$ cat config.mk
export PLATFORM = sky130hd
export DESIGN_NAME = ccu_serial_addsub_arb
export DESIGN_NICKNAME = d
export VERILOG_FILES = /design/src/rtl/ccu_serial_addsub_arb.sv
export SDC_FILE = /design/constraint.sdc
export NUM_CORES = 1
export LEC_CHECK = 0
export CAP_MARGIN = 0
export CORE_MARGIN = 5
export CORE_UTILIZATION = 27
export CTS_CLUSTER_SIZE = 10
export DETAILED_ROUTE_END_ITERATION = 7
export HOLD_SLACK_MARGIN = 0.05
export SETUP_SLACK_MARGIN = 0.5
export SLEW_MARGIN = 20
export SYNTH_ARGS = -nofsm -noshare
export SYNTH_HDL_FRONTEND = slang
export SYNTH_SLANG_ARGS = --single-unit
$ cat constraint.sdc
create_clock -name CLK -period 8.15 [get_ports CLK]
set_input_delay 1.63 -clock CLK [delete_from_list [all_inputs] [get_ports CLK]]
set_output_delay 1.63 -clock CLK [all_outputs]
set_load 0.1 [all_outputs]
$ cat src/rtl/ccu_serial_addsub_arb.sv
// ccu_serial_addsub_arb: two-requester round-robin add/sub unit that works through OPW bits one SLICE-bit chunk per cycle
module ccu_serial_addsub_arb #(
    parameter int OPW   = 32,
    parameter int SLICE = 8
) (
    input  logic             CLK,
    input  logic             RSTN,
    input  logic [1:0]       REQ,
    input  logic             OP0,
    input  logic [OPW-1:0]   A0,
    input  logic [OPW-1:0]   B0,
    input  logic             OP1,
    input  logic [OPW-1:0]   A1,
    input  logic [OPW-1:0]   B1,
    output logic [1:0]       GNT,
    output logic             BUSY,
    output logic             DONE,
    output logic             DONE_ID,
    output logic [OPW-1:0]   RESULT,
    output logic             COUT,
    output logic             OVF
);
    localparam int NCHUNK = OPW / SLICE;
    localparam int CW = NCHUNK > 1 ? $clog2(NCHUNK) : 1;
    localparam logic [CW-1:0] LAST = CW'(NCHUNK - 1);
    typedef enum logic [1:0] {IDLE, RUN, FIN} state_t;
    state_t state;
    logic [OPW-1:0] a_r, b_r;
    logic [CW-1:0] cnt;
    logic cy, id, last, win, op_w;
    logic [OPW-1:0] a_w, b_w;
    logic [SLICE-1:0] a_c, b_c, p, s;
    logic [SLICE:0] c;
    // Winner: a lone request wins; on a tie the requester not served last wins
    always_comb begin
        win  = REQ == 2'b11 ? ~last : REQ[1];
        op_w = win ? OP1 : OP0;
        a_w  = win ? A1 : A0;
        b_w  = win ? B1 : B0;
    end
    // Carry-chain slice built from SLICE/2 two-bit cells over the current chunk
    always_comb begin
        a_c  = a_r[cnt*SLICE +: SLICE];
        b_c  = b_r[cnt*SLICE +: SLICE];
        p    = a_c ^ b_c;
        c    = '0;
        c[0] = cy;
        for (int j = 0; j < SLICE / 2; j++) begin
            c[2*j+1] = (a_c[2*j] & b_c[2*j]) | (p[2*j] & c[2*j]);
            c[2*j+2] = (a_c[2*j+1] & b_c[2*j+1]) | (p[2*j+1] & c[2*j+1]);
        end
        s = p ^ c[SLICE-1:0];
    end
    // Control FSM: capture on grant, one chunk per RUN cycle, DONE pulse in FIN
    always_ff @(posedge CLK or negedge RSTN) begin
        if (!RSTN) begin
            state   <= IDLE;
            GNT     <= '0;
            BUSY    <= 1'b0;
            DONE    <= 1'b0;
            DONE_ID <= 1'b0;
            RESULT  <= '0;
            COUT    <= 1'b0;
            OVF     <= 1'b0;
            cnt     <= '0;
            cy      <= 1'b0;
            last    <= 1'b1;
            id      <= 1'b0;
            a_r     <= '0;
            b_r     <= '0;
        end else begin
            GNT  <= '0;
            DONE <= 1'b0;
            case (state)
                IDLE: if (|REQ) begin
                    id    <= win;
                    last  <= win;
                    GNT   <= win ? 2'b10 : 2'b01;
                    a_r   <= a_w;
                    b_r   <= op_w ? ~b_w : b_w;
                    cy    <= op_w;
                    cnt   <= '0;
                    BUSY  <= 1'b1;
                    state <= RUN;
                end
                RUN: begin
                    RESULT[cnt*SLICE +: SLICE] <= s;
                    cy  <= c[SLICE];
                    cnt <= cnt + CW'(1);
                    if (cnt == LAST) begin
                        COUT    <= c[SLICE];
                        OVF     <= c[SLICE] ^ c[SLICE-1];
                        DONE    <= 1'b1;
                        DONE_ID <= id;
                        state   <= FIN;
                    end
                end
                FIN: begin
                    BUSY  <= 1'b0;
                    state <= IDLE;
                end
                default: state <= IDLE;
            endcase
        end
    end
endmodule

Yosys cells after proc, flatten, opt, wreduce, memory -nomap -nowiden
Cells that the tools add are included.
{ "totals": {"ff_bits": 110, "input_bits": 134, "out_inout_bits": 39} }
{ "op_classes": {"n_addsub": 2, "n_eq_ne": 6, "shifts": 4, "muxes": 20, "bitwise_logic": 29, "reduce_logical": 9} }
{ "ops": {"columns": ["op", "count"], "rows": [
  ["32-bit 2-to-1 mux", 3],
  ["32-bit by 6-bit variable part select with 8-bit output", 2],
  ["5-bit negation with 34-bit output", 1],
  ["8-bit by 34-bit variable shift with 32-bit output, first input constant", 1],
  ["8-bit by 34-bit variable part select with 32-bit output", 1],
  ["32-bit bitwise mux", 1],
  ["32-bit inverter", 1],
  ["1-bit bitwise AND", 16],
  ["8-bit XOR", 2],
  ["2-bit 2-to-1 mux", 6],
  ["2-bit AND reduction", 5],
  ["1-bit OR", 8],
  ["2-bit one-hot mux with 2 select lines", 2],
  ["2-bit equality test, second input constant", 3],
  ["1-bit 2-to-1 mux", 6],
  ["2-bit != test, second input constant", 2],
  ["1-bit one-hot mux with 2 select lines", 2],
  ["2-bit nonzero test", 2],
  ["2-bit by 1-bit adder with 2-bit output, second input constant", 1],
  ["2-bit by 1-bit equality test with 1-bit output, second input constant", 1],
  ["2-bit zero test", 1],
  ["2-bit OR reduction", 1],
  ["1-bit inverter", 1],
  ["1-bit XOR", 1]
]} }

Longest topological paths before layout
{ "depth": {"word_depth": 19, "mapped_depth": 15, "depth_no_buf": 13} }

Least setup slack after synthesis
No wires, ideal clock.
{ "synth_timing": {"path_type": "flip-flop to flip-flop", "startpoint": "register cnt[1]", "endpoint": "register RESULT[15]", "setup_ns": 0.122, "t_arrival_ns": 4.458, "required_ns": 8.028, "slack_ns": 3.570, "path_stages_with_launch": 15, "path_buffers": 2, "path_cell_list": "dfrtp_1 -> clkbuf_1 -> clkbuf_1 -> mux4_2 -> fa_1 -> inv_1 -> fa_1 -> fa_1 -> fa_1 -> fa_1 -> fa_1 -> fa_1 -> inv_1 -> fa_1 -> a22o_1"} }
{ "synth_between": {"elab_chain_len": 19} }
{ "synth_lines": {"columns": ["element", "line_no", "rtl"], "rows": [
  ["start, declared", "29", "logic [CW-1:0] cnt;"],
  ["start signal, assigned", "89", "cnt <= cnt + CW'(1);"],
  ["32-bit by 6-bit variable part select with 8-bit output (on tied branches)", "43, 44", null],
  ["8-bit XOR", "45", "p = a_c ^ b_c;"],
  ["1-bit bitwise AND", "49", "c[2*j+1] = (a_c[2*j] & b_c[2*j]) | (p[2*j] & c[2*j]);"],
  ["1-bit OR", "49", null],
  ["1-bit bitwise AND", "50", "c[2*j+2] = (a_c[2*j+1] & b_c[2*j+1]) | (p[2*j+1] & c[2*j+1]);"],
  ["1-bit OR", "50", null],
  ["1-bit bitwise AND", "49", null],
  ["1-bit OR", "49", null],
  ["[3 not listed]", null, null],
  ["1-bit OR", "49", null],
  ["1-bit bitwise AND", "50", null],
  ["1-bit OR", "50", null],
  ["1-bit bitwise AND", "49", null],
  ["1-bit OR", "49", null],
  ["8-bit XOR", "52", "s = p ^ c[SLICE-1:0];"],
  ["8-bit by 34-bit variable part select with 32-bit output", "87", "RESULT[cnt*SLICE +: SLICE] <= s;"],
  ["32-bit bitwise mux (*)", "87", null],
  ["end signal, assigned by index", "87", null],
  ["end, declared", "19", "output logic [OPW-1:0] RESULT,"]
]} }
Mark *: on every way between the ends. The rest lies on a longest branch, timed or not.
A chain may end at the register's enable or synchronous reset.

Worst setup path in the final report
Ends and elaborated chain as after synthesis.

==> metrics <==
worst min path class=reg -> reg; f_max=around 0.21 GHz; GRT Overall Usage=between 10% and 20%; Setup Viol. Count Final=0; Power per Cell Area=just over 400 nW/um^2; Fin. Hold Viols=0; slew margin rel.=31.5%; number of remaining DRC errors=0; syn avg cell area=approximately 11 sq um; Setup TNS Final=0 ps; area of the multi-input gates=2900 sq um; first-iteration detailed-routing DRC count=roughly 310; minimum clock period=4750 ps; vias in the first global route=about 4600; pin count of the biggest net entering global routing=74; # rows=54; initial core utilization=27.5%; post-synthesis sequential area ratio=a little under half; 1st-pass router iterations=4; layout cell share with drive strength beyond 1=between 7 and 8%; drt wl/cell=between 15 and 20 um; H-tree depth=3; routed vias=4525; # nets final=slightly above 800; clock-pin slew on the worst setup and hold paths=80 ps; Synth Instances=roughly 530; Leak=~3.6 nW; cts hold-fix bufs=0; Die Y-Extent=159 um; total setup buffers inserted after CTS=0; hold slack=about 470 ps; Synth-to-Final Area Change=37.4%; Post-Syn Nets=about 700; Slew @ Worst Pin=1020 ps; commonest non-fill, non-tap cell in the layout=clkdlybuf4s50_1; Yosys warning count=0; Via density=about 4.7; fin crit share=about three fifths; Max clock buf depth=2; Die ar.=around 25000 sq um; CTS Root Cell=clkbuf_16; Reg area=2750 sq um; Slew Limit Fails=0; Diodes inserted=0; design area=around 8200 sq um; worst-path fanout max=20; RSZ-0062 raised after global routing=false; first-pass GRT wire length=between 20000 and 30000 um; Clock Sinks=110; clk_lat worst skew=~350 ps; post-synth cell types=33; VDD IR max=about 190 uV; area post-placement=a little under 8000 sq um; CP Capture Type=flip-flop; post-route ant nets=0; element type at the critical path start=flip-flop; Setup CP Type=reg -> reg; die width=roughly 160 um; status=complete, no violations; Netlist Area Pre-Place=6000 sq um; initial antenna violation count=0; Resized Gates After CTS=0; Max Cap Viol=0; num ports=173; Clock Skew=8.92 ps; synthesis-stage register bit count=110; port bufs=roughly 170; worst path required time=8400 ps; Routed WL=roughly 17000 um; Fillers=approximately 2200; global route overflow=0; Crit path arrival time=about 5000 ps; CTS tree=yes; detailed placement HPWL=12800 um; RePlAce Congestion=~0.75; most frequent cells in the layout=clkdlybuf4s50_1, dfrtp_1, o21ai_0; Core ar.=between 20000 and 25000 sq um; CTS Buf Count=9
==> where the power goes <==
part / leakage, nW / internal, mW / switching [mW]
logic: 2.01 / 0.689 / 1.22
registers: 1.40 / 0.785 / 0.176
clock network: 0.160 / 0.279 / 0.204
==> layout make-up <==
type | count | share of cell area [%]
Sequential cell | 110 | 33.4
Clock inverter | 5 | 1.00
Clock buffer | 11 | 2.95
Timing Repair Buffer | 178 | 21.3
Tap cell | 280 | 4.25
Inverter | 41 | 1.87
Multi-Input combinational cell | 337 | 35.2
==> critical path, stage by stage (launching register included) <==
cell and delay [ps]:
dfrtp_1 890, mux4_2 380, fa_1 170, inv_1 50
fa_1 380, fa_1 390, fa_1 390, fa_1 400
fa_1 400, fa_1 430, inv_1 90, fa_1 450
a22o_1 220
==> worst paths after layout <==
kind                                     from                     end  slack, ps  depth (start not counted)
max                        cnt[1]$_DFFE_PN0P_  RESULT[15]$_DFFE_PN0P_       3400                         12
min                            id$_DFFE_PN0P_          id$_DFFE_PN0P_        470                          1
max reg2reg                cnt[1]$_DFFE_PN0P_  RESULT[15]$_DFFE_PN0P_       3400                         12
min reg2reg                    id$_DFFE_PN0P_          id$_DFFE_PN0P_        470                          1
max in group asynchronous                RSTN      b_r[6]$_DFFE_PN0P_       5590                          2
min in group asynchronous                RSTN        GNT[0]$_DFF_PN0_       1250                          1
==> metrics by stage <==
step	utilization, %	total power, mW	setup slack, ps	instances
after floorplan	-	2.29	3570	532
after global placement	36.2	2.89	3510	946
after detailed placement	36.3	2.91	3390	946
after CTS	37.8	3.40	3370	962
after global routing	37.8	3.57	3170	962
final	37.8	3.35	3400	962
==> kinds of logic (layout without fill, tap and decap cells) <==
group           after synthesis  count (layout)  synth area share, %
buf+inv                      85             235                 6.07
flops                       110             110                 45.9
xor+xnor                     65              65                 9.49
compound gates              152             152                 16.7
mux                          64              64                 14.1
fa+ha+maj                    14              14                 3.92
simple gates                 42              42                 3.82
==> registers in the layout, summed over array words and instances (netlist names), 2 cells and up <==
signal / count
a_r: 32
GNT: 2
RESULT: 32
state: 2
b_r: 32
cnt: 2
==> per-layer routing <==
| layer | GRT usage, % | routed length (um) | share of wire, % | vias to the layer above |
|---|---|---|---|---|
| met5 | 0 | 0 | 0 | - |
| met4 | 3.96 | 240 | 1.4 | 0 |
| met3 | 2.41 | 808 | 4.6 | 17 |
| met2 | 20.1 | 7900 | 45 | 130 |
| met1 | 20.1 | 8500 | 49 | 2195 |
| li1 | - | - | - | 2183 |
==> synthesized netlist by cell type <==
| cell type | count | area share [%] |
|---|---|---|
| dfrtp_1 | 109 | 45 |
| o21ai_0 | 94 | 7.8 |
| xor2_1 | 65 | 9.5 |
| mux2i_1 | 45 | 7.5 |
| inv_1 | 41 | 2.6 |
| o2bb2ai_1 | 28 | 4.1 |
| clkbuf_1 | 23 | 1.4 |
| a221o_1 | 19 | 3.2 |
| nor3_1 | 19 | 1.6 |
| buf_2 | 17 | 1.4 |
| mux4_2 | 16 | 6.0 |
| fa_1 | 8 | 2.7 |
| ha_1 | 6 | 1.3 |
| nand2_1 | 6 | 0.38 |
| a22o_1 | 5 | 0.73 |
| buf_6 | 3 | 0.56 |
| mux2_2 | 3 | 0.56 |
| nand4_1 | 3 | 0.31 |
| nor2_1 | 3 | 0.19 |
| a21o_1 | 2 | 0.25 |
| nor2b_1 | 2 | 0.21 |
| nor3b_1 | 2 | 0.25 |
| o211ai_1 | 2 | 0.25 |
| or2_1 | 2 | 0.21 |
| a21bo_2 | 1 | 0.17 |
| and4_1 | 1 | 0.15 |
| and4b_1 | 1 | 0.17 |
| clkbuf_2 | 1 | 0.083 |
| dfstp_2 | 1 | 0.44 |
| nand2b_1 | 1 | 0.10 |
| nand3b_1 | 1 | 0.13 |
| nand4b_1 | 1 | 0.15 |
| o221a_2 | 1 | 0.19 |
No activity file was read; power rests on OpenSTA's default activity.
